==> src/rtl/dmem_ctrl_pkg.sv <==
// Shared types for the data-memory access controller: FSM states, operation codes, port ids.
package dmem_ctrl_pkg;

  typedef enum logic [1:0] {
    ST_IDLE   = 2'd0,
    ST_ACCESS = 2'd1,
    ST_DONE   = 2'd2
  } state_t;

  typedef enum logic {
    OP_READ  = 1'b0,
    OP_WRITE = 1'b1
  } op_t;

  localparam logic PORT0 = 1'b0;
  localparam logic PORT1 = 1'b1;

endpackage

==> src/rtl/rr_arbiter2.sv <==
// Two-way round-robin arbiter: a collision goes to the pointer port; the pointer moves
// to the loser whenever a grant is accepted.
module rr_arbiter2
  import dmem_ctrl_pkg::*;
(
  input  logic       clk,
  input  logic       rst,
  input  logic [1:0] i_req,
  input  logic       i_accept,
  output logic       o_valid,
  output logic       o_grant
);

  logic r_ptr;

  always_comb begin
    // NOTE: every combinational output gets a default first so no path can infer a latch.
    o_valid = |i_req;
    o_grant = PORT0;
    if (i_req == 2'b11) begin
      o_grant = r_ptr;
    end else if (i_req[1]) begin
      o_grant = PORT1;
    end
  end

  always_ff @(posedge clk) begin
    // NOTE: sequential state is updated with non-blocking assignments only.
    if (rst) begin
      r_ptr <= PORT0;
    end else if (i_accept && o_valid) begin
      r_ptr <= ~o_grant;
    end
  end

endmodule

==> src/rtl/dmem_access_ctrl.sv <==
// Shares one data memory between the CPU (port 0) and the loader (port 1): one access in
// flight, requesters stalled until DONE, stuck accesses aborted after TIMEOUT cycles.
module dmem_access_ctrl
  import dmem_ctrl_pkg::*;
#(
  parameter int ADDR_W  = 8,
  parameter int DATA_W  = 8,
  parameter int TIMEOUT = 255
) (
  input  logic              clk,
  input  logic              rst,
  input  logic              rd0,
  input  logic              wr0,
  input  logic [ADDR_W-1:0] addr0,
  input  logic [DATA_W-1:0] wdata0,
  output logic [DATA_W-1:0] rdata0,
  output logic              busy_wait0,
  input  logic              rd1,
  input  logic              wr1,
  input  logic [ADDR_W-1:0] addr1,
  input  logic [DATA_W-1:0] wdata1,
  output logic [DATA_W-1:0] rdata1,
  output logic              busy_wait1,
  output logic              mem_read,
  output logic              mem_write,
  output logic [ADDR_W-1:0] mem_addr,
  output logic [DATA_W-1:0] mem_wdata,
  input  logic [DATA_W-1:0] mem_rdata,
  input  logic              mem_busy,
  output logic              err
);

  localparam int CNT_W = $clog2(TIMEOUT + 1);

  state_t              r_state;
  state_t              w_next;
  logic                r_owner;
  op_t                 r_op;
  logic [ADDR_W-1:0]   r_addr;
  logic [DATA_W-1:0]   r_wdata;
  logic [CNT_W-1:0]    r_cnt;
  logic [DATA_W-1:0]   r_rdata0;
  logic [DATA_W-1:0]   r_rdata1;
  logic                r_err;

  logic                w_req0;
  logic                w_req1;
  logic                w_illegal;
  logic                w_valid;
  logic                w_grant;
  logic                w_accept;
  logic                w_access_ok;
  logic                w_timeout;
  logic                w_sel_wr;

  // Both rd and wr high is a protocol error, not a request.
  assign w_req0    = rd0 ^ wr0;
  assign w_req1    = rd1 ^ wr1;
  assign w_illegal = (rd0 & wr0) | (rd1 & wr1);

  rr_arbiter2 u_arb (
    .clk      (clk),
    .rst      (rst),
    .i_req    ({w_req1, w_req0}),
    .i_accept (w_accept),
    .o_valid  (w_valid),
    .o_grant  (w_grant)
  );

  assign w_accept    = (r_state == ST_IDLE) && w_valid;
  assign w_sel_wr    = (w_grant == PORT1) ? wr1 : wr0;
  // Completion wins over timeout when both happen in the last allowed cycle.
  assign w_access_ok = (r_state == ST_ACCESS) && (r_cnt != '0) && !mem_busy;
  assign w_timeout   = (r_state == ST_ACCESS) && !w_access_ok &&
                       (r_cnt == CNT_W'(TIMEOUT - 1));

  always_comb begin
    w_next = r_state;
    case (r_state)
      ST_IDLE:   if (w_valid) w_next = ST_ACCESS;
      ST_ACCESS: begin
        if (w_access_ok)    w_next = ST_DONE;
        else if (w_timeout) w_next = ST_IDLE;
      end
      ST_DONE:   w_next = ST_IDLE;
      default:   w_next = ST_IDLE;
    endcase
  end

  always_ff @(posedge clk) begin
    if (rst) begin
      r_state  <= ST_IDLE;
      r_owner  <= PORT0;
      r_op     <= OP_READ;
      r_addr   <= '0;
      r_wdata  <= '0;
      r_cnt    <= '0;
      r_rdata0 <= '0;
      r_rdata1 <= '0;
      r_err    <= 1'b0;
    end else begin
      r_state <= w_next;
      if (w_illegal || w_timeout) begin
        r_err <= 1'b1;
      end
      if (w_accept) begin
        r_owner <= w_grant;
        r_op    <= w_sel_wr ? OP_WRITE : OP_READ;
        r_addr  <= (w_grant == PORT1) ? addr1 : addr0;
        r_wdata <= (w_grant == PORT1) ? wdata1 : wdata0;
        r_cnt   <= '0;
      end
      if (r_state == ST_ACCESS) begin
        r_cnt <= r_cnt + CNT_W'(1);
      end
      if (w_access_ok && (r_op == OP_READ)) begin
        if (r_owner == PORT1) r_rdata1 <= mem_rdata;
        else                  r_rdata0 <= mem_rdata;
      end
    end
  end

  assign mem_read   = (r_state == ST_ACCESS) && (r_op == OP_READ);
  assign mem_write  = (r_state == ST_ACCESS) && (r_op == OP_WRITE);
  assign mem_addr   = r_addr;
  assign mem_wdata  = r_wdata;
  assign rdata0     = r_rdata0;
  assign rdata1     = r_rdata1;
  assign err        = r_err;
  assign busy_wait0 = w_req0 && !((r_state == ST_DONE) && (r_owner == PORT0));
  assign busy_wait1 = w_req1 && !((r_state == ST_DONE) && (r_owner == PORT1));

endmodule

==> config.mk <==
export PLATFORM = sky130hd
export DESIGN_NAME = dmem_access_ctrl
export DESIGN_NICKNAME = d
export VERILOG_FILES = /design/src/rtl/dmem_ctrl_pkg.sv /design/src/rtl/rr_arbiter2.sv /design/src/rtl/dmem_access_ctrl.sv
export SDC_FILE = /design/constraint.sdc
export NUM_CORES = 1
export LEC_CHECK = 0
export BUFFER_PORTS_ARGS = -buffer_cell sky130_fd_sc_hd__buf_2
export CAP_MARGIN = 10
export CELL_PAD_IN_SITES_DETAIL_PLACEMENT = 0
export CELL_PAD_IN_SITES_GLOBAL_PLACEMENT = 2
export CORE_MARGIN = 8
export CORE_UTILIZATION = 25
export CTS_BUF_LIST = sky130_fd_sc_hd__clkbuf_8
export CTS_CLUSTER_SIZE = 8
export DETAILED_ROUTE_END_ITERATION = 7
export PLACE_DENSITY = 0.8
export SLEW_MARGIN = 20
export SYNTH_ARGS = -nofsm -noshare
export SYNTH_HDL_FRONTEND = slang
export SYNTH_SLANG_ARGS = --single-unit
==> constraint.sdc <==
create_clock -name clk -period 2.3 [get_ports clk]
set_input_delay 0.23 -clock clk [delete_from_list [all_inputs] [get_ports clk]]
set_output_delay 0.23 -clock clk [all_outputs]
set_load 0.02 [all_outputs]
==> results.ini, run 1 <==
[synthesis]
ys.flop_type = dfxtp_1
synth_cells = 251
seq_area_frac_synth = 0.4146
yosysMostFrequentCell = dfxtp_1
synth.avg_cell_area_um2 = 8.848
synthArstFlopShare = 0
synth_top_area_frac = 0.4146
ys_ff_latch = 46
synth_edf_count = 0
synthTopCellsByCount = dfxtp_1 (46), nand2_1 (34), a21oi_1 (22)
synthDistinctLibCells = 34
yosys.area.top_type = dfxtp_1
syn_nets = 303
ys_warn_count = 0
synth.area.top_cells = dfxtp_1 (41%), a311oi_1 (7.5%), mux2i_1 (7.2%)
synth_area_um2 = 2221

[cells_and_area]
fin_nets = 383
final_layout_size_suffix_gt1_frac = 0.3283
fillCellCount = 945
area_growth_pct = 29.13
diodes = 0

[critical_path]
required_ps = 2530
cp-end-kind = flip-flop
max_stage_delay_ps = 430
cp_common_cell = buf_4
cp_data_arrival_time_ps = 2170
startpoint_type = flip-flop
cp_cell_sequence = inv_1 > ha_1 > nor4b_1 > buf_4 > a2111oi_4 > buf_4 > mux2i_1
cp_max_fo = 6
cp_top_family = buffers and inverters
critical_path_buf_inv_count = 3
worstSetupPathType = reg -> reg
cp_slowest_cell = a2111oi_4

[grt]
globalRouteTotalUtil = 0.1108
grt_pass1_wl_um = 10920
grt-ovfl-total = 0
grt_start_max_net_pins = 31
antenna_found_initial = 0
grt_pass1_vias = 2235

[timing]
fin_setup_tns_ps = 0
period_share = 0.8424
max_slew_margin = 0.5566
setup_viol = 0
drv_slew = 0
max_freq_ghz = 0.5162
skew_ps = 15.10
hold_viol_final = 0
fin_crit_ps = 1937
rsz0062_at_grt = false
worstMarginPinSlew_ps = 662.6

[drt]
wl_um = 6799
drc = 0
ant_nets = 0
dr.pass1.iters = 4
wl_per_cell_um = 15.45
vias = 2141
first_iter_violations = 69
viasPerCell = 4.866

[cts]
cts_max_level = 2
cts_root_buffer = clkbuf_8
hold_buffers = 0
cts_buffers = 5
cts_sinks = 46
cts_buffer_depth = 2
cts_resized = 0
cts_setup_buffers = 0
insertion_delay_ps = 300
cts_tree = yes
clk_pin_slew_worst_paths_ps = 100

[floorplan]
dieArea_um2 = 12160
fp.coreArea_um2 = 8678
rows = 34
initial_utilization = 0.2559
ios = 84
chipHeight_um = 110.3
chipWidth_um = 110.3

[power_and_ir_drop]
power.density_nw_per_um2 = 760.7
power_frac_seq = 0.435
finalPower_mw = 2.182
swShare = 0.3592
peakVddDrop_mv = 0.2748
p_sw_mw = 0.7836
p_int_mw = 1.398
combPwrFrac = 0.318
leakagePower_nw = 1.271
power.share.clock = 0.247

[min_path]
hold_class = in -> reg

[placement]
dp_hpwl_um = 5106
finalWeightedCongestion = 0.7378
portBuffers = 83

[job]
cap_viol_max_count = 0

[status]
status = finished clean

[kinds of logic (layout without fill, tap and decap cells)]
logic type | Yosys count | in the layout | synth area share
AOI/OAI and AO/OA | 76 | 76 | 0.2394
adders and majority gates | 5 | 5 | 0.02817
muxes | 19 | 19 | 0.08732
DFF | 46 | 46 | 0.4146
buffers and inverters | 28 | 109 | 0.04957
and+or+nand+nor | 77 | 77 | 0.1808
[flip-flops by register name, indices dropped and copies added (netlist names)]
name,count
r_op,1
r_cnt,8
mem_wdata,8
r_state,2
rdata0,8
u_arb.r_ptr,1
rdata1,8
r_owner,1
err,1
mem_addr,8
[final cells by class]
class	instances	area (um^2)	area share
clock buffers	6	82.58	0.02880
clock inverters	2	16.27	0.005672
inverters	8	30.03	0.01047
multi-input cells	177	1192	0.4158
flip-flops and latches	46	920.9	0.3211
well taps	108	135.1	0.04712
repair buffers	93	490.5	0.1710
[worst paths after layout]
check               start   endpoint  slack (ps)  cells past startpoint
min reg2reg     rdata0[3]  rdata0[3]         470                      2
max reg2reg      r_cnt[0]  rdata0[2]         360                      7
min          mem_rdata[0]  rdata1[0]         190                      3
max              r_cnt[0]  rdata0[2]         360                      7
[placed cells by master, fill, tap and decap left out, drive strengths merged, types with 6 or more instances in the layout]
cell type  instances
a21oi             22
a311oi            19
buf               93
clkbuf             6
dfxtp             46
inv                9
mux2i             16
nand2             34
nand3b            17
nor2               6
o21ai             19
[power by group through the flow]
stage,Combinational (mW),Clock (mW),Sequential (mW)
finish,0.693,0.539,0.949
detailed placement,0.703,0,0.967
CTS,0.704,0.562,0.950
global route,0.767,0.595,0.966
floorplan,0.376,0,1.04
global placement,0.699,0,0.966
[routing by layer]
layer  wire, um  global-route usage  vias up
li1           -                   -     1083
met1       3109              0.1358      989
met2       3093              0.1838       64
met3        538             0.03605        5
met4         57             0.02569        0
met5          0                   0        -
[worst register-to-register path, cell delays in order, from the launching register on]
cell and delay [ps]:
dfxtp_1 420, inv_1 100, ha_1 200, nor4b_1 140, buf_4 160, a2111oi_4 430, buf_4 250, mux2i_1 190
[stage by stage]
stage | std cells | utilization | area (um^2) | hold slack, ps | worst slack, ps
6_report | 440 | 0.3305 | 2868 | 190.0 | 362.6
5_1_grt | 440 | 0.3305 | 2868 | 200.4 | 193.5
4_1_cts | 440 | 0.3305 | 2868 | 183.4 | 341.1
3_5_place_dp | 432 | 0.3191 | 2769 | 452.8 | 337.6
3_3_place_gp | 432 | 0.3191 | 2769 | 443.7 | 422.3
2_1_floorplan | 251 | - | 2221 | 391.5 | 554.3
(Power assumes the default switching activity.)
==> run 2: changes to the inputs <==
PLACE_DENSITY = 0.82   (was 0.8)
clock period = 1.7 ns   (was 2.3 ns; I/O delays follow)
==> run 2 against run 1 <==
Final area increased by 2.9%. Worst hold slack worse by 60 ps. Clock-buffer cell count fell by 1. Via count grew 1.9%. Routed wire length is 3.0% higher. Sequential share of layout area down 0.66 points. Power is 41% higher. Die area stayed put. Global-route usage grew 0.55 points. Core utilization increased by 0.97 points. Sequential power rose by 36%. Register-to-register slack lost 280 ps. Critical path type unchanged. Highest routed layer unchanged.
==> results.ini, run 2 (synthesis results as in run 1) <==
[status]
status = finished clean

[drt]
viasPerCell = 4.892
first_iter_violations = 107
wl_per_cell_um = 15.70
drc = 0
dr.pass1.iters = 4
ant_nets = 0
wl_um = 7003
vias = 2182

[timing]
drv_slew = 0
max_slew_margin = 0.7240
setup_viol = 0
max_freq_ghz = 0.6195
period_share = 0.9495
rsz0062_at_grt = false
skew_ps = 12.18
fin_ws_ps = 85.82
fin_setup_tns_ps = 0
hold_viol_final = 0
worstMarginPinSlew_ps = 409.6
fin_crit_ps = 1614

[critical_path]
worstSetupPathType = reg -> reg
cp_cell_sequence = or3b_4 > a2111o_2 > mux2i_1
required_ps = 1890
startpoint_type = flip-flop
cp_slowest_cell = a2111o_2
cp_max_fo = 8
max_stage_delay_ps = 490
cp-end-kind = flip-flop
cp_data_arrival_time_ps = 1800
ff2ff_setup_slack_ps = 90

[cells_and_area]
diodes = 0
final_layout_size_suffix_gt1_frac = 0.3521
layout.cells.non_filler = 446
multi_input_area_um2 = 1209
fillCellCount = 962
final_cell_mix = buf_2 (83), dfxtp_1 (44), nand2_1 (34)
layout_commonest_cell = buf_2
area_growth_pct = 32.90
seqCellArea_um2 = 928.4
fin_nets = 389

[grt]
grt_pass1_vias = 2307
grt_pass1_wl_um = 11300
grt_start_max_net_pins = 25
grt-ovfl-total = 0
antenna_found_initial = 0
globalRouteTotalUtil = 0.1163

[power_and_ir_drop]
p_sw_mw = 1.065
p_int_mw = 2.017
swShare = 0.3456
peakVddDrop_mv = 0.3848
power.share.clock = 0.265
combPwrFrac = 0.317
power_frac_seq = 0.418
power.density_nw_per_um2 = 1044
leakagePower_nw = 1.324

[floorplan]
ios = 84
rows = 34
fp.coreArea_um2 = 8678
initial_utilization = 0.2559
chipWidth_um = 110.3
dieArea_um2 = 12160
chipHeight_um = 110.3

[cts]
cts_max_level = 2
cts_root_buffer = clkbuf_8
cts_buffer_depth = 2
cts_buffers = 5
insertion_delay_ps = 300
cts_sinks = 46
hold_buffers = 0
clk_pin_slew_worst_paths_ps = 90
cts_resized = 0
cts_setup_buffers = 0
cts_tree = yes

[min_path]
hold_class = in -> reg

[placement]
dp_hpwl_um = 5251
portBuffers = 83
place_ws_ps = 28.25
dp.cells = 438
finalWeightedCongestion = 0.7569

[job]
cap_viol_max_count = 0

[run 2: path summary, 6_finish.rpt]
check | end | start | cells past startpoint
max reg2reg | rdata1[0] | r_state[0] | 3
max | rdata1[0] | r_state[0] | 3
min reg2reg | rdata0[7] | rdata0[7] | 2
min | rdata1[4] | mem_rdata[4] | 3
[run 2: layer usage]
metal | up-vias | GRT usage | share of wire
li1 | 1093 | - | -
met5 | - | 0 | 0
met1 | 1023 | 0.1382 | 0.45
met2 | 59 | 0.1991 | 0.47
met3 | 7 | 0.03430 | 0.075
met4 | 0 | 0.03140 | 0.010
[run 2: final cells by class]
type                    instances  share of cell area
inverters                       8             0.01017
clock buffers                   5             0.02331
flip-flops and latches         46              0.3145
multi-input cells             177              0.4095
clock inverters                 3             0.01399
well taps                     108             0.04578
repair buffers                 99              0.1827
[run 2: worst max-delay path: cells and delay by family, from the launching register on]
| family | cells | cell delay, ps |
|---|---|---|
| AO/OA/AOI/OAI | 1 | 490 |
| flip-flops | 1 | 420 |
| multiplexers | 1 | 160 |
| AND/OR/NAND/NOR | 1 | 440 |
[run 2: through the flow]
stage | utilization | hold WS (ps) | instance area, um^2 | total power, mW
finish | 0.3401 | 129.8 | 2952 | 3.083
global route | 0.3401 | 137.4 | 2952 | 3.275
CTS | 0.3390 | 122.6 | 2942 | 3.122
detailed placement | 0.3263 | 450.7 | 2831 | 2.297
global placement | 0.3263 | 439.8 | 2831 | 2.279
floorplan | - | 331.5 | 2238 | 1.924
[run 2: power groups by stage]
stage | registers, mW | clock network [mW] | logic, mW
2_1_floorplan | 1.41 | 0 | 0.517
3_3_place_gp | 1.30 | 0 | 0.974
3_5_place_dp | 1.31 | 0 | 0.988
4_1_cts | 1.29 | 0.848 | 0.988
5_1_grt | 1.30 | 0.881 | 1.09
6_report | 1.29 | 0.817 | 0.978
==> run 3: changes to the inputs <==
CTS_BUF_LIST = not set   (was sky130_fd_sc_hd__clkbuf_8)
==> run 3 against run 2 <==
Sequential share of layout area stayed put. Critical path depth stayed put. Flip-flop and latch count stayed put. Combinational power hardly changed. Maximum frequency stayed put. Clock power is 0.9% higher. Final cell count stayed put. Critical path type unchanged. Largest power group unchanged.
==> results.ini, run 3 (synthesis results as in run 1) <==
[floorplan]
chipWidth_um = 110.3
rows = 34
initial_utilization = 0.2559
ios = 84
fp.coreArea_um2 = 8678
chipHeight_um = 110.3
dieArea_um2 = 12160

[critical_path]
worstReg2RegStart = r_state[0]
max_stage_delay_ps = 490
r2r_cells = 3
cp_top_family = compound AO/OA/AOI/OAI gates
r2r-end = rdata1[0]
cp_cell_sequence = or3b_4 > a2111o_2 > mux2i_1
cp_data_arrival_time_ps = 1800
startpoint_type = flip-flop
critical_path_buf_inv_count = 0
required_ps = 1890
cp_slowest_cell = a2111o_2
worstSetupPathType = reg -> reg
cp_max_fo = 8
cp-end-kind = flip-flop
ff2ff_setup_slack_ps = 90

[min_path]
min_to = rdata1[4]
hold_class = in -> reg
worstHoldStart = mem_rdata[4]
hold_depth = 3

[drt]
first_iter_violations = 107
wl_um = 7003
vias = 2181
ant_nets = 0
viasPerCell = 4.890
wl_per_cell_um = 15.70
drc = 0
dr.pass1.iters = 4

[job]
cap_viol_max_count = 0

[cells_and_area]
fillCellCount = 962
final_cell_mix = buf_2 (83), dfxtp_1 (44), nand2_1 (34)
final_layout_size_suffix_gt1_frac = 0.3521
layout_commonest_cell = buf_2
post-route-util = 0.3401
fin_nets = 389
diodes = 0
layout.cells.non_filler = 446
design_area_um2 = 2952
area_growth_pct = 32.90

[placement]
finalWeightedCongestion = 0.7569
dp.cells = 438
portBuffers = 83
dp_hpwl_um = 5251
dpl-instance-area_um2 = 2831
place_ws_ps = 28.25

[cts]
cts_buffers = 5
cts_max_level = 2
insertion_delay_ps = 310
cts_root_buffer = clkbuf_8
clk_pin_slew_worst_paths_ps = 90
cts_buffer_depth = 2
cts_tree = yes
cts_sinks = 46

[power_and_ir_drop]
peakVddDrop_mv = 0.3848
power.density_nw_per_um2 = 1047
leakagePower_nw = 1.320
finalPower_mw = 3.089

[timing]
drv_slew = 0
fin_setup_tns_ps = 0
fin_ws_ps = 85.83
fin_crit_ps = 1614
skew_ps = 12.85
worstMarginPinSlew_ps = 409.6
hold_slack_ps = 129.7
period_share = 0.9495
rsz0062_at_grt = false
hold_viol_final = 0
setup_viol = 0
max_freq_ghz = 0.6195
max_slew_margin = 0.7240

[status]
status = finished clean

[grt]
grt_pass1_wl_um = 11300
grt-ovfl-total = 0
globalRouteTotalUtil = 0.1163
grt_start_max_net_pins = 25
antenna_found_initial = 0
grt_pass1_vias = 2307

## run 3: worst min-delay path: cells and delay by family
kind                   cells  cell delay [ps]
buffers and inverters      1              100
multiplexers               1               60
AND/OR/NAND/NOR            1               60
## run 3: worst max path at each step
stage	to	cells after the start	slack, ps	start
after floorplan	mem_addr[7]	6	10	rd1
after global placement	rdata1[5]	5	80	r_cnt[0]
after detailed placement	rdata1[6]	5	30	r_cnt[0]
after CTS	rdata1[0]	5	20	r_cnt[0]
after global routing	rdata1[6]	5	30	r_cnt[0]
final	rdata1[0]	3	90	r_state[0]
## run 3: timing repair
action	4_1_cts	5_1_grt
hold buffers	0	0
setup endpoints to repair	0	16
gates resized for setup	0	4
setup buffers	0	0
## run 3: routing by layer
metal / global-route usage / routed length (um) / vias to the layer above
met5: 0 / 0 / -
met3: 0.03430 / 522 / 7
met4: 0.03140 / 70 / 0
met2: 0.1991 / 3288 / 59
met1: 0.1382 / 3122 / 1022
li1: - / - / 1093
## run 3: report_power, final
part           switching, mW  internal, mW  leakage [nW]
sequential            0.0866          1.20         0.378
clock                  0.385         0.439        0.0514
combinational          0.595         0.383         0.891
total                   1.07          2.02          1.32
## run 3: area by class of cell
class | count | area [um^2] | share of cell area
Multi-Input combinational cell | 177 | 1209 | 0.4095
Tap cell | 108 | 135.1 | 0.04578
Clock inverter | 2 | 37.54 | 0.01272
Timing Repair Buffer | 99 | 539.3 | 0.1827
Inverter | 8 | 30.03 | 0.01017
Sequential cell | 46 | 928.4 | 0.3145
Clock buffer | 6 | 72.57 | 0.02459
